### config.mk
export PLATFORM = sky130hd
export DESIGN_NAME = uart_frame_ram_writer
export DESIGN_NICKNAME = d
export VERILOG_FILES = /design/src/rtl/uart_frame_ram_writer.sv
export SDC_FILE = /design/constraint.sdc
export NUM_CORES = 1
export LEC_CHECK = 0
export BUFFER_PORTS_ARGS = -buffer_cell sky130_fd_sc_hd__buf_2
export CORE_MARGIN = 2
export CORE_UTILIZATION = 56
export CTS_CLUSTER_SIZE = 16
export DETAILED_ROUTE_END_ITERATION = 10
export GPL_TIMING_DRIVEN = 1
export HOLD_SLACK_MARGIN = 0.08
export PLACE_DENSITY_LB_ADDON = 0.25
export SETUP_SLACK_MARGIN = 0.5
export SYNTH_ARGS = -nofsm -noshare
export SYNTH_HDL_FRONTEND = slang
export SYNTH_SLANG_ARGS = --single-unit
### constraint.sdc
create_clock -name i_clk_sys -period 2.9 [get_ports i_clk_sys]
set_clock_uncertainty 0.05 [all_clocks]
set_input_delay 0.29 -clock i_clk_sys [delete_from_list [all_inputs] [get_ports i_clk_sys]]
set_output_delay 0.29 -clock i_clk_sys [all_outputs]
set_load 0.01 [all_outputs]
### src/rtl/uart_frame_ram_writer.sv
// UART frame receiver: HEADER | pixels | HEADER byte stream into frame RAM writes.
// Reports frame status, the last written pixel position and the pixel count.
module uart_frame_ram_writer #(
    parameter int         PIX_W     = 12,
    parameter int         IMG_W     = 160,
    parameter int         IMG_H     = 120,
    parameter int         ADDR_W    = 15,
    parameter int         BASE_ADDR = 0,
    parameter logic [7:0] HEADER    = 8'h5A,
    parameter int         TIMEOUT   = 500_000
) (
    input  logic              i_clk_sys,
    input  logic              i_rst_n,
    input  logic [7:0]        i_rx_data,
    input  logic              i_rx_valid,
    input  logic              i_clear,
    output logic [ADDR_W-1:0] o_ram_addr,
    output logic [PIX_W-1:0]  o_ram_din,
    output logic              o_ram_wre,
    output logic              o_receiving,
    output logic              o_complete,
    output logic              o_error,
    output logic [1:0]        o_err_code,
    output logic [ADDR_W-1:0] o_pix_cnt,
    output logic [11:0]       o_xpos,
    output logic [11:0]       o_ypos
);

    localparam int BPP  = (PIX_W <= 8) ? 1 : 2;
    localparam int NPIX = IMG_W * IMG_H;
    localparam int TW   = $clog2(TIMEOUT + 1);

    typedef enum logic [2:0] {IDLE, RECV, TRAILER, DONE, ERR} state_t;

    state_t          state, state_d;
    logic [7:0]      hold;
    logic            byte_idx;
    logic [TW-1:0]   timer;
    logic [11:0]     col, row;
    logic            start, take, wr, last_byte, pix_last;
    logic            tmo, is_hdr, in_frame;
    logic [1:0]      code_d;
    logic [15:0]     word;
    logic [PIX_W-1:0] pixel;

    assign is_hdr    = i_rx_valid && (i_rx_data == HEADER);
    assign last_byte = (BPP == 1) || byte_idx;
    assign pix_last  = (o_pix_cnt == ADDR_W'(NPIX - 1));
    assign tmo       = !i_rx_valid && (timer == TW'(TIMEOUT - 1));
    assign in_frame  = (state == RECV) || (state == TRAILER);
    assign wr        = take && last_byte;

    // Left-justify the assembled bytes; the shift drops the low pad bits.
    assign word  = (BPP == 2) ? {hold, i_rx_data} : {i_rx_data, 8'h00};
    assign pixel = PIX_W'(word >> (16 - PIX_W));

    always_comb begin
        state_d = state;
        start   = 1'b0;
        take    = 1'b0;
        code_d  = 2'd0;
        if (i_clear) begin
            state_d = IDLE;
        end else begin
            unique case (state)
                IDLE, DONE: begin
                    if (is_hdr) begin
                        state_d = RECV;
                        start   = 1'b1;
                    end
                end
                RECV: begin
                    if (i_rx_valid) begin
                        take = 1'b1;
                        if (last_byte && pix_last)
                            state_d = TRAILER;
                    end else if (tmo) begin
                        state_d = ERR;
                        code_d  = 2'd2;
                    end
                end
                TRAILER: begin
                    if (i_rx_valid) begin
                        state_d = is_hdr ? DONE : ERR;
                        code_d  = is_hdr ? 2'd0 : 2'd1;
                    end else if (tmo) begin
                        state_d = ERR;
                        code_d  = 2'd2;
                    end
                end
                ERR: state_d = ERR;
                default: state_d = IDLE;
            endcase
        end
    end

    always_ff @(posedge i_clk_sys) begin
        if (!i_rst_n) begin
            state       <= IDLE;
            hold        <= '0;
            byte_idx    <= 1'b0;
            timer       <= '0;
            col         <= '0;
            row         <= '0;
            o_ram_addr  <= '0;
            o_ram_din   <= '0;
            o_ram_wre   <= 1'b0;
            o_receiving <= 1'b0;
            o_complete  <= 1'b0;
            o_error     <= 1'b0;
            o_err_code  <= 2'd0;
            o_pix_cnt   <= '0;
            o_xpos      <= '0;
            o_ypos      <= '0;
        end else begin
            state       <= state_d;
            o_receiving <= (state_d == RECV) || (state_d == TRAILER);
            o_ram_wre   <= wr;

            if (start) begin
                timer     <= '0;
                byte_idx  <= 1'b0;
                col       <= '0;
                row       <= '0;
                o_pix_cnt <= '0;
                o_xpos    <= '0;
                o_ypos    <= '0;
            end else if (in_frame) begin
                timer <= i_rx_valid ? '0 : timer + 1'b1;
            end

            if (take) begin
                byte_idx <= !last_byte;
                if (!last_byte)
                    hold <= i_rx_data;
            end

            if (wr) begin
                o_ram_addr <= ADDR_W'(BASE_ADDR) + o_pix_cnt;
                o_ram_din  <= pixel;
                o_pix_cnt  <= o_pix_cnt + 1'b1;
                o_xpos     <= col;
                o_ypos     <= row;
                if (col == 12'(IMG_W - 1)) begin
                    col <= '0;
                    row <= row + 1'b1;
                end else begin
                    col <= col + 1'b1;
                end
            end

            if (i_clear) begin
                o_complete <= 1'b0;
                o_error    <= 1'b0;
                o_err_code <= 2'd0;
            end else if (start) begin
                o_complete <= 1'b0;
            end else if (state == TRAILER && state_d == DONE) begin
                o_complete <= 1'b1;
            end else if (state_d == ERR && state != ERR) begin
                o_error    <= 1'b1;
                o_err_code <= code_d;
            end
        end
    end

endmodule

# Word level (Yosys, flattened, before mapping)

Cells that the tools add are included.

Add/subtract/negate cells: 4
Multiply operators: 0
Divide/modulo/power cells: 0
$lt $le $gt $ge: 0
Equal/unequal tests: 13
Shift operators: 0
Muxes and demuxes: 32
Bitwise gates (word level): 4
Reductions and logical operators: 19

Operators with widths:

| cell                                                  | count |
|---|---|
| 2-to-1 mux 12 bit                                     | 8 |
| 2-to-1 mux 15 bit                                     | 2 |
| adder 12 x 1 -> 12 bit (second input constant)        | 2 |
| 2-to-1 mux 3 bit                                      | 7 |
| adder 19 x 1 -> 19 bit (second input constant)        | 1 |
| equality test 19 bit (second input constant)          | 1 |
| 2-to-1 mux 19 bit                                     | 1 |
| adder 15 x 1 -> 15 bit (second input constant)        | 1 |
| equality test 15 bit (second input constant)          | 1 |
| equality test 12 x 8 -> 1 bit (second input constant) | 1 |
| equality test 3 x 2 -> 1 bit (second input constant)  | 4 |
| one-hot mux 3 bit (4 select lines)                    | 1 |
| 2-to-1 mux 1 bit                                      | 9 |
| equality test 8 x 7 -> 1 bit (second input constant)  | 1 |
| equality test 3 x 1 -> 1 bit (second input constant)  | 2 |
| equality test 3 bit (second input constant)           | 2 |
| logical AND 1 bit                                     | 6 |
| 2-to-1 mux 2 bit                                      | 3 |
| OR reduction 2 bit                                    | 3 |
| NOT 1 bit                                             | 4 |
| one-hot mux 2 bit (2 select lines)                    | 1 |
| nonzero test 2 bit                                    | 2 |
| logical NOT 3 bit                                     | 1 |
| inequality test 3 bit (second input constant)         | 1 |
| 5 further kinds                                       | 7 |

Register bits after elaboration: 127
Latch bits: 0
Memory bits (writable): 0
Bits in read-only memories: 0
Output and inout bits: 72
Logic and storage cells: 88
Memories: 0

# Logic depth before layout (Yosys ltp)

Gate-level depths: netlist (run 1).

Word-level depth: 10
Depth in mapped cells: 8

# Worst setup path after synthesis (run 1)

OpenSTA, ideal clock, no wires.

Kind: reg2reg
Start point: register col[0]
End point: register row[11]
Library setup time: 0.121 ns
Arrival: 1.874 ns
Data required time: 2.729 ns
Slack: 0.855 ns
Stages on the path, launching flop included: 9
Path buffers: 1
Cells stage by stage: dfxtp_1 > ha_1 > and4_1 > nand3_1 > or2_1 > clkbuf_1 > nor4_1 > xnor2_1 > nor2_1

Word-level cells in the longest chain between the ends: 3

RTL lines:

| item                          | RTL line | text |
|---|---|---|
| from (decl)                   | 39       | `logic [11:0] col, row;` |
| from (signal assigned)        | 148      | `col <= col + 1'b1;` |
| equality test 12 x 8 -> 1 bit | 144      | `if (col == 12'(IMG_W - 1)) begin` |
| 2-to-1 mux 12 bit             | 144      |  |
| 2-to-1 mux 12 bit             | 138      | `if (wr) begin` |
| to (signal assigned)          | 146      | `row <= row + 1'b1;` |
| to (decl)                     | 39       |  |

Every way passes these cells.
A chain may end at the register's enable or synchronous reset.

# Worst setup path in the final report (run 1)

Start point: register state[2]
End point: register col[10]

Word-level cells in the longest chain between the ends: 5
Elaborated cells on any way between the ends: 11

RTL lines:

| item                                                                     | RTL line | text |
|---|---|---|
| from (decl)                                                              | 35       | `state_t state, state_d;` |
| from (signal assigned)                                                   | 116      | `state <= state_d;` |
| equality test 3 x 2 -> 1 bit, or another cell as far along               | 65       | `unique case (state)` |
| OR reduction 2 bit or 2-to-1 mux 1 bit (tied branches)                   | 65       |  |
| 2-to-1 mux 1 bit (on tied branches)                                      | 65, 62   |  |
| 2-to-1 mux 1 bit or logical AND 1 bit (tied branches)                    | 62, 51   |  |
| nonzero test 2 bit (no source line) or 2-to-1 mux 12 bit (tied branches) | n/a      |  |

Several ways; a longest one is shown, not always the timed one.

==> flow_summary_export.csv, run 1 <==
group,metric,value,unit
detailed_routing,wl_met1,5.536,mm
power_and_ir_drop,power_density,638.6,nW/um2
die,die-area,10270,um2
synth,yosysSeqAreaShare,0.4790,
clock_network,tritoncts,"yes",
power_and_ir_drop,p_seq_frac,0.420,
detailed_routing,wire_per_inst,15.51,um
detailed_routing,first_iter_violations,323,
power_and_ir_drop,p_switching,860.0,uW
detailed_routing,top_layer,"met4",
die,initial_utilization,0.5771,
synth,syn_nets,624,
detailed_routing,drt-total-wl,12.64,mm
synth,ys_warn_count,0,
clock_network,htreeDepth,4,
synth,synth.most_common_cell,"dfxtp_1",
sta,hold_ws,121.6,ps
synth,synth_area,5308,um2
sta,fin_crit_sh,0.7926,
worst_hold_path,hp-class,"in -> reg",
placement,place_ws,388.8,ps
synth,syn_inst,608,
die,core,9196,um2
clock_network,cts_buffers,17,
placement,routabilityCongestion,0.8295,
clock_network,cts_root_buffer,"clkbuf_8",
sta,setup_tns,0,ps
grt,grt-ovfl-total,0,
grt,grt_pass1_wl,20.58,mm
detailed_routing,drc,0,
sta,grt_setup_unrepaired,"true",
synth,syn_area_per_cell,8.730,um2
finish,drive_above_1_share,0.2074,
finish,area_growth,22.47,%
setup_path,crit_family,"simple AND/OR/NAND/NOR gates",
setup_path,critPathCaptureType,"register",
detailed_routing,routed-via-count,4766,
setup_path,cpPeakStageDelay,640,ps
setup_path,cp_num_buf_inv,0,
synth,synth_ff_type,"dfxtp_1",
setup_path,crit_fanout,28,
die,boundaryPins,84,
sta,slew-limit-headroom,0.5873,
status,outcome,"complete, no violations",
synth,ys_types,60,
detailed_routing,via_per_inst,5.848,
grt,antenna_found_initial,0,
sta,finalWorstSetupSlack,601.6,ps
synth,synth_top_area_cell,"dfxtp_1",
power_and_ir_drop,p_int,3.291,mW
sta,setup_viol,0,
run,drv_cap,0,
clock_network,cts_max_path_buffers,2,
setup_path,required,3250,ps
setup_path,critPathKind,"reg -> reg",
finish,antennaDiodeCount,0,
sta,hold_viol,0,
finish,nNetsFinal,707,
power_and_ir_drop,clockPowerShare,0.563,
synth,ys_seq_elements,127,
synth,synth_top_area_frac,0.4790,
die,die_w,101.4,um
setup_path,worstPathCellList,"or3b_4 > or4b_4 > nand2_4 > nor2_4 > o21ai_0 > o21ai_0",
setup_path,cp_slowest_cell,"or4b_4",
sta,maxSlewViolCount,0,
synth,ys_top_cells_by_area,"dfxtp_1 (48%), nand2_1 (6.4%), a21oi_1 (4.8%)",
synth,synthArstFlopShare,0,
setup_path,critPathMostFrequentCell,"o21ai_0",
detailed_routing,dr_wl_met3,829,um
power_and_ir_drop,swShare,0.2072,
detailed_routing,drtAntennaViolNets,0,
placement,port_buffers,83,
synth,synth_common_cells,"dfxtp_1 (127), nand2_1 (91), nor2_1 (55), a21oi_1 (51), o21ai_0 (30)",
power_and_ir_drop,max-vdd-ir-drop,0.4242,mV
detailed_routing,dr_wl_met2,6.074,mm
setup_path,crit_path_start_kind,"register",
grt,grt_max_degree,57,
sta,fmax,0.4351,GHz
grt,grt_pass1_vias,4498,
power_and_ir_drop,total_power,4.151,mW
synth,synth_edf_count,0,
sta,worstMarginPinSlew,617.6,ps
detailed_routing,drt_first_pass_iters,5,
clock_network,clkTransAtPathRegs,60,ps
sta,min_period,2298,ps
grt,track_usage,0.2503,
die,die_height,101.4,um
placement,dp_hpwl,8.095,mm
power_and_ir_drop,p_leak,2.677,nW
die,placementRows,35,
clock_network,clock-sinks,127,
power_and_ir_drop,power_frac_comb,0.017,
setup_path,worstPathArrival,2640,ps
clock_network,clock_latency,520,ps
==> power groups by stage <==
stage / Clock, mW / Combinational [mW] / Sequential (mW)
after CTS: 2.36 / 0.0682 / 1.74
after floorplan: 0 / 0.0409 / 1.78
final: 2.34 / 0.0696 / 1.74
after global placement: 0 / 0.0591 / 1.78
after detailed placement: 0 / 0.0593 / 1.78
after global routing: 2.44 / 0.0750 / 1.74
==> flip-flops by register name (all words and copies together), names as in the netlist <==
name,count
o_xpos,12
o_error,1
o_complete,1
o_ypos,12
state,3
o_ram_addr,15
hold,8
row,12
o_ram_din,12
o_err_code,2
timer,19
o_ram_wre,1
col,12
o_receiving,1
byte_idx,1
o_pix_cnt,15
==> metrics by stage <==
stage            util  area, um2  cells
4_1_cts        0.7050       6484    815
2_1_floorplan       -       5308    608
3_5_place_dp   0.6246       5744    775
6_report       0.7068       6500    815
3_3_place_gp   0.6246       5744    775
5_1_grt        0.7068       6500    815
==> final cells by class <==
type | count | area, um2
fill | 698 | 2696
multi-input combinational | 442 | 2608
sequential | 127 | 2544
timing repair buffer | 94 | 518.0
clock buffer | 18 | 427.9
clock inverter | 14 | 226.5
tap | 111 | 138.9
inverter | 9 | 37.54
==> worst paths after layout <==
check | start | endpoint | slack, ps | depth (start not counted)
worst max-delay path | state[2]$_SDFF_PN0_ | col[10]$_SDFFE_PN0P_ | 600 | 6
worst min-delay path | i_rst_n | o_pix_cnt[5]$_SDFFE_PN0P_ | 120 | 2
worst max register to register | state[2]$_SDFF_PN0_ | col[10]$_SDFFE_PN0P_ | 600 | 6
worst min register to register | o_ram_addr[6]$_SDFFE_PN0P_ | o_ram_addr[6]$_SDFFE_PN0P_ | 400 | 2
==> layer usage <==
layer	vias to the layer above	track usage
li1	2326	-
met1	2241	0.3061
met2	176	0.4075
met3	23	0.06970
met4	0	0.1216
met5	-	0
==> kinds of logic (layout without fill, tap and decap cells) <==
| family | count (synthesis) | after routing | share of synthesized area |
|---|---|---|---|
| simple gates | 268 | 268 | 0.2553 |
| compound gates | 134 | 134 | 0.1598 |
| flops | 127 | 127 | 0.4790 |
| buf+inv | 39 | 135 | 0.03324 |
| xor+xnor | 23 | 23 | 0.03795 |
| mux | 13 | 13 | 0.02522 |
| fa+ha+maj | 4 | 4 | 0.009430 |
==> placed cells by master (no fill, tap or decap), types with 3 or more instances in the layout <==
master | Yosys | final
a21oi_1 | 51 | 51
a22o_1 | 24 | 24
a31oi_1 | 7 | 7
and2_1 | 6 | 5
and3_1 | 11 | 11
and4_1 | 6 | 6
buf_2 | 5 | 83
buf_4 | 0 | 3
bufinv_16 | 0 | 5
clkbuf_16 | 0 | 16
dfxtp_1 | 127 | 126
dlygate4sd3_1 | 0 | 8
ha_1 | 4 | 4
inv_1 | 8 | 8
inv_6 | 0 | 4
mux2_2 | 3 | 3
mux2i_1 | 10 | 10
nand2_1 | 91 | 91
nand3_1 | 28 | 28
nand3b_1 | 5 | 5
nand4_1 | 5 | 5
nor2_1 | 55 | 54
nor2_2 | 12 | 12
nor3_1 | 14 | 14
nor4_1 | 5 | 5
o211a_1 | 5 | 5
o21ai_0 | 30 | 30
or3_1 | 7 | 7
xnor2_1 | 11 | 10
xor2_1 | 12 | 12
==> timing repair <==
item / in CTS / in global routing
endpoints found under the hold margin: 12 / 0
hold buffers: 8 / 0
setup endpoints to repair: 14 / 40
pin swaps: 0 / 0
gates resized for setup: 1 / 5
setup buffers: 0 / 0
Note: power is estimated with default switching activity, not from simulation.
==> run 2: changes to the inputs <==
==> constraint.sdc (replaced) <==
create_clock -name i_clk_sys -period 2.4 [get_ports i_clk_sys]
set_clock_uncertainty 0.05 [all_clocks]
set_input_delay 0.24 -clock i_clk_sys [delete_from_list [all_inputs] [get_ports i_clk_sys]]
set_output_delay 0.24 -clock i_clk_sys [all_outputs]
set_load 0.01 [all_outputs]
==> run 2 against run 1 <==
  * Via count is 7.2% higher
  * Cell area grew 8.3%
  * Highest routed layer unchanged
  * Maximum frequency up 10%
  * Largest power group unchanged
  * Count of clock-buffer cells in the layout did not move
  * Sequential share of layout area decreased by 2.8 points
  * Largest cell class unchanged
  * Power rose by 16%
  * Clock power is 11% higher
  * Final cell count grew 4.3%
  * Flip-flop and latch count unchanged
==> flow_summary_export.csv, run 2 (synthesis gave the netlist of run 1 again) <==
group,metric,value,unit
sta,maxSlewViolCount,0,
grt,grt_max_degree,57,
clock_network,clock-sinks,127,
detailed_routing,drtAntennaViolNets,0,
clock_network,htreeDepth,4,
worst_hold_path,hp-class,"in -> reg",
clock_network,cts_max_path_buffers,2,
clock_network,cts_root_buffer,"clkbuf_8",
clock_network,clock_latency,510,ps
setup_path,crit_path_start_kind,"register",
sta,slew-limit-headroom,0.6833,
sta,fmax,0.4784,GHz
setup_path,worstPathArrival,2420,ps
die,die_height,101.4,um
grt,track_usage,0.2590,
sta,hold_viol,0,
run,drv_cap,0,
setup_path,critPathCaptureType,"register",
detailed_routing,drt-total-wl,14.44,mm
die,initial_utilization,0.5771,
power_and_ir_drop,max-vdd-ir-drop,0.4796,mV
grt,grt-ovfl-total,0,
setup_path,r2r_end,"col[2]$_SDFFE_PN0P_",
setup_path,critPathKind,"reg -> reg",
finish,area_growth,32.65,%
die,die_w,101.4,um
finish,final_common_cell,"dfxtp_1",
finish,largest_reg_flops,19,
power_and_ir_drop,p_leak,2.905,nW
setup_path,startpoint,"state[2]$_SDFF_PN0_",
finish,nNetsFinal,742,
finish,final_cell_mix,"dfxtp_1 (121), nand2_1 (86), buf_2 (83)",
sta,min_period,2090,ps
sta,setup_tns,0,ps
setup_path,required,2720,ps
power_and_ir_drop,power_density,682.6,nW/um2
sta,setup_viol,0,
setup_path,crit_fanout,9,
worst_hold_path,hold_start,"i_clear",
die,placementRows,35,
detailed_routing,drc,0,
grt,grt_pass1_vias,4500,
setup_path,regToRegStartpoint,"state[2]$_SDFF_PN0_",
clock_network,clkTransAtPathRegs,60,ps
grt,antenna_found_initial,0,
worst_hold_path,hold_depth,4,
finish,regMostFlops,"timer",
clock_network,tritoncts,"yes",
sta,fin_crit_sh,0.8710,
worst_hold_path,min_to,"o_error$_SDFFE_PP0P_",
placement,port_buffers,83,
clock_network,cts_buffers,17,
finish,reg_top3,"timer (19), o_pix_cnt (15), o_ram_addr (15)",
placement,routabilityCongestion,0.7969,
finish,drive_above_1_share,0.2882,
sta,grt_setup_unrepaired,"true",
die,die-area,10270,um2
detailed_routing,routed-via-count,5110,
finish,antennaDiodeCount,0,
grt,grt_pass1_wl,21.28,mm
placement,dp_hpwl,8.189,mm
setup_path,rrSetupSlack,310,ps
sta,worstMarginPinSlew,468.7,ps
detailed_routing,via_per_inst,6.012,
sta,hold_ws,190.8,ps
detailed_routing,drt_first_pass_iters,5,
die,core,9196,um2
status,outcome,"complete, no violations",
die,boundaryPins,84,
detailed_routing,wire_per_inst,16.99,um
detailed_routing,first_iter_violations,348,
setup_path,reg2reg_depth,5,
run 2: worst max-delay path by stage:
| stage | endpoint | cells after the start |
|---|---|---|
| floorplan | timer[18]$_SDFFE_PP0P_ | 7 |
| global placement | col[10]$_SDFFE_PN0P_ | 7 |
| detailed placement | col[11]$_SDFFE_PN0P_ | 7 |
| CTS | row[1]$_SDFF_PN0_ | 5 |
| global route | col[2]$_SDFFE_PN0P_ | 5 |
| finish | col[2]$_SDFFE_PN0P_ | 5 |
run 2: what timing repair did:
item,4_1_cts,5_1_grt
buffers inserted,8,16
hold buffers,11,0
pin swaps,5,8
gates resized for setup,21,49
gates cloned,2,2
endpoints found under the setup margin,85,99
hold endpoints to repair,19,0
run 2: power breakdown:
group          switching [mW]  internal (mW)
logic                  0.0662         0.0372
registers           0.0000952           2.10
clock network           0.998           1.60
total                    1.06           3.74
run 2: final cells by class:
class,count,area [um2]
clock buffers,18,417.9
fillers,594,2156
inverters,9,42.54
well taps,111,138.9
flip-flops and latches,127,2560
multi-input cells,445,2868
repair buffers,126,830.8
clock inverters,14,182.7
run 2: critical path, cell delays in order (launching register included):
cell and delay [ps]:
dfxtp_4 350, or3b_4 380, or4b_4 580, and2_4 210, o21ai_0 260, a21oi_1 100
run 2: metrics by stage:
| step | area [um2] | util | instances | setup slack, ps | total power [mW] |
|---|---|---|---|---|---|
| after floorplan | 5349 | - | 608 | 475.3 | 2.206 |
| after global placement | 5819 | 0.6328 | 779 | 251.0 | 2.228 |
| after detailed placement | 5819 | 0.6328 | 779 | 210.8 | 2.229 |
| after CTS | 6685 | 0.7269 | 832 | 321.2 | 4.816 |
| after global routing | 7041 | 0.7656 | 850 | 287.6 | 4.932 |
| final | 7041 | 0.7656 | 850 | 309.7 | 4.806 |
run 2: routing by layer:
metal,wire [um],track usage,vias to the layer above
met4,276,0.09044,0
met5,0,0,-
met2,7279,0.4249,249
li1,-,-,2404
met3,1142,0.07177,29
met1,5741,0.3290,2428
==> run 3: changes to the inputs <==
--- a/config.mk
+++ b/config.mk
@@ -6,6 +6,7 @@
 export NUM_CORES = 1
 export LEC_CHECK = 0
 export BUFFER_PORTS_ARGS = -buffer_cell sky130_fd_sc_hd__buf_2
+export CAP_MARGIN = 20
 export CORE_MARGIN = 2
 export CORE_UTILIZATION = 56
 export CTS_CLUSTER_SIZE = 16
@@ -13,6 +14,7 @@
 export GPL_TIMING_DRIVEN = 1
 export HOLD_SLACK_MARGIN = 0.08
 export PLACE_DENSITY_LB_ADDON = 0.25
+export REMOVE_ABC_BUFFERS = 1
 export SETUP_SLACK_MARGIN = 0.5
 export SYNTH_ARGS = -nofsm -noshare
 export SYNTH_HDL_FRONTEND = slang
==> constraint.sdc (replaced) <==
create_clock -name i_clk_sys -period 2 [get_ports i_clk_sys]
set_clock_uncertainty 0.05 [all_clocks]
set_input_delay 0.2 -clock i_clk_sys [delete_from_list [all_inputs] [get_ports i_clk_sys]]
set_output_delay 0.2 -clock i_clk_sys [all_outputs]
set_load 0.01 [all_outputs]
==> run 3 against run 2 <==
  * The run now ends with negative setup slack left
  * Wire length grew 52%
  * Power up 22%
  * Highest routed layer unchanged
  * Final cell count increased by 6.5%
  * Count of clock-buffer cells in the layout unchanged
  * Cell area increased by 14%
  * Die area unchanged
  * Non-clock buffer count rose by 58
  * Flip-flop and latch count stayed put
==> flow_summary_export.csv, run 3 (synthesis gave the netlist of run 1 again) <==
group,metric,value,unit
power_and_ir_drop,max-vdd-ir-drop,0.6034,mV
setup_path,required,2350,ps
finish,area_growth,51.58,%
finish,largest_reg_flops,19,
detailed_routing,drtAntennaViolNets,0,
placement,port_buffers,83,
die,placementRows,35,
detailed_routing,routed-via-count,6129,
setup_path,worstPathArrival,2530,ps
detailed_routing,drt-total-wl,21.96,mm
die,die_w,101.4,um
setup_path,critPathKind,"reg -> reg",
run,drv_cap,0,
die,boundaryPins,84,
sta,grt_setup_unrepaired,"true",
finish,nNetsFinal,798,
detailed_routing,first_iter_violations,585,
placement,dp.cells,820,
power_and_ir_drop,p_leak,3.354,nW
detailed_routing,drc,0,
setup_path,critPathCaptureType,"register",
clock_network,clock_latency,540,ps
sta,min_period,2176,ps
finish,final_common_cell,"dfxtp_1",
clock_network,htreeDepth,4,
power_and_ir_drop,p_seq_frac,0.430,
setup_path,cpPeakStageDelay,370,ps
clock_network,cts_buffers,17,
clock_network,cts_max_path_buffers,2,
setup_path,cp_slowest_cell,"or3b_4",
sta,worstMarginPinSlew,525.9,ps
grt,antenna_found_initial,0,
die,core,9196,um2
worst_hold_path,hold_depth,4,
clock_network,tritoncts,"yes",
finish,reg_top3,"timer (19), o_pix_cnt (15), o_ram_addr (15)",
sta,fmax,0.4596,GHz
sta,finalWorstSetupSlack,-175.8,ps
sta,setup_viol,20,
sta,hold_viol,0,
sta,slew-limit-headroom,0.6483,
power_and_ir_drop,clockPowerShare,0.540,
placement,dp_hpwl,9.079,mm
setup_path,reg2reg_depth,8,
power_and_ir_drop,swShare,0.2292,
worst_hold_path,hp-class,"in -> reg",
setup_path,worstPathCellList,"or3b_4 > buf_4 > buf_6 > nor2_4 > nand2_4 > nor2_2 > nand4b_1 > a21oi_1",
finish,antennaDiodeCount,0,
grt,grt_max_degree,35,
power_and_ir_drop,p_switching,1.346,mW
die,initial_utilization,0.5771,
grt,track_usage,0.3283,
finish,finalNonFillerCells,905,
clock_network,cts_root_buffer,"clkbuf_8",
die,die_height,101.4,um
sta,fin_crit_sh,1.088,
finish,regMostFlops,"timer",
placement,routabilityCongestion,0.8735,
clock_network,clkTransAtPathRegs,60,ps
power_and_ir_drop,power_density,730.1,nW/um2
power_and_ir_drop,p_int,4.528,mW
grt,grt-ovfl-total,0,
placement,place_ws,-51.05,ps
grt,grt_pass1_wl,26.41,mm
setup_path,crit_path_start_kind,"register",
detailed_routing,wire_per_inst,24.26,um
power_and_ir_drop,power_frac_comb,0.030,
status,outcome,"finished with violations",
grt,grt_pass1_vias,5252,
die,die-area,10270,um2
finish,final_cell_mix,"dfxtp_1 (110), buf_2 (83), nand2_1 (70)",
detailed_routing,via_per_inst,6.772,
clock_network,clock-sinks,127,
power_and_ir_drop,total_power,5.874,mW
status,failed_checks,"negative setup slack",
finish,drive_above_1_share,0.4509,
detailed_routing,drt_first_pass_iters,5,
setup_path,crit_fanout,5,
sta,maxSlewViolCount,0,
## run 3: layout make-up
class | instances | area [um2]
Timing Repair Buffer | 184 | 1485
Tap cell | 111 | 138.9
Clock inverter | 13 | 166.4
Multi-Input combinational cell | 443 | 3219
Sequential cell | 127 | 2566
Inverter | 9 | 41.29
Fill cell | 393 | 1151
Clock buffer | 18 | 427.9
## run 3: final timing paths
path                          startpoint                           to  slack (ps)
max                  state[2]$_SDFF_PN0_           row[10]$_SDFF_PN0_        -180
max reg2reg          state[2]$_SDFF_PN0_           row[10]$_SDFF_PN0_        -180
min                              i_clear         o_error$_SDFFE_PP0P_         110
min reg2reg  o_ram_addr[12]$_SDFFE_PN0P_  o_ram_addr[12]$_SDFFE_PN0P_         410
## run 3: critical path, delay by kind of cell, from the launching register on
family	cells	cell delay (ps)
simple gates	5	1050
flops	1	320
compound gates	1	350
buf+inv	2	260
## run 3: power by group through the flow
stage	Clock (mW)	Sequential (mW)	Combinational, mW
after global placement	0	2.59	0.110
final	3.17	2.53	0.174
after floorplan	0	2.59	0.0454
after CTS	3.10	2.53	0.143
after global routing	3.26	2.53	0.177
after detailed placement	0	2.59	0.112
## run 3: repair_timing
| action | CTS | global route |
|---|---|---|
| hold endpoints to repair | 20 | 1 |
| gates resized for setup | 101 | 115 |
| pin swaps | 32 | 35 |
| setup endpoints to repair | 125 | 128 |
| gates cloned | 4 | 4 |
| hold buffers | 11 | 1 |
| setup buffers | 21 | 13 |
## run 3: routing by layer
metal	global-route usage	wire (um)	vias to the layer above
li1	-	-	2507
met1	0.3951	7586	2892
met2	0.5558	10520	545
met3	0.07246	2024	185
met4	0.1601	1828	0
met5	0	0	-
## run 3: metrics by stage
| stage | TNS, ps | area (um2) | util | hold WS (ps) |
|---|---|---|---|---|
| floorplan | -54050 | 5165 | - | 267.7 |
| global placement | -74.15 | 6145 | 0.6682 | 384.8 |
| detailed placement | -890.2 | 6145 | 0.6682 | 393.1 |
| CTS | 0 | 7356 | 0.7999 | 82.89 |
| global route | -1204 | 8045 | 0.8748 | 125.4 |
| finish | -476.8 | 8045 | 0.8748 | 108.6 |
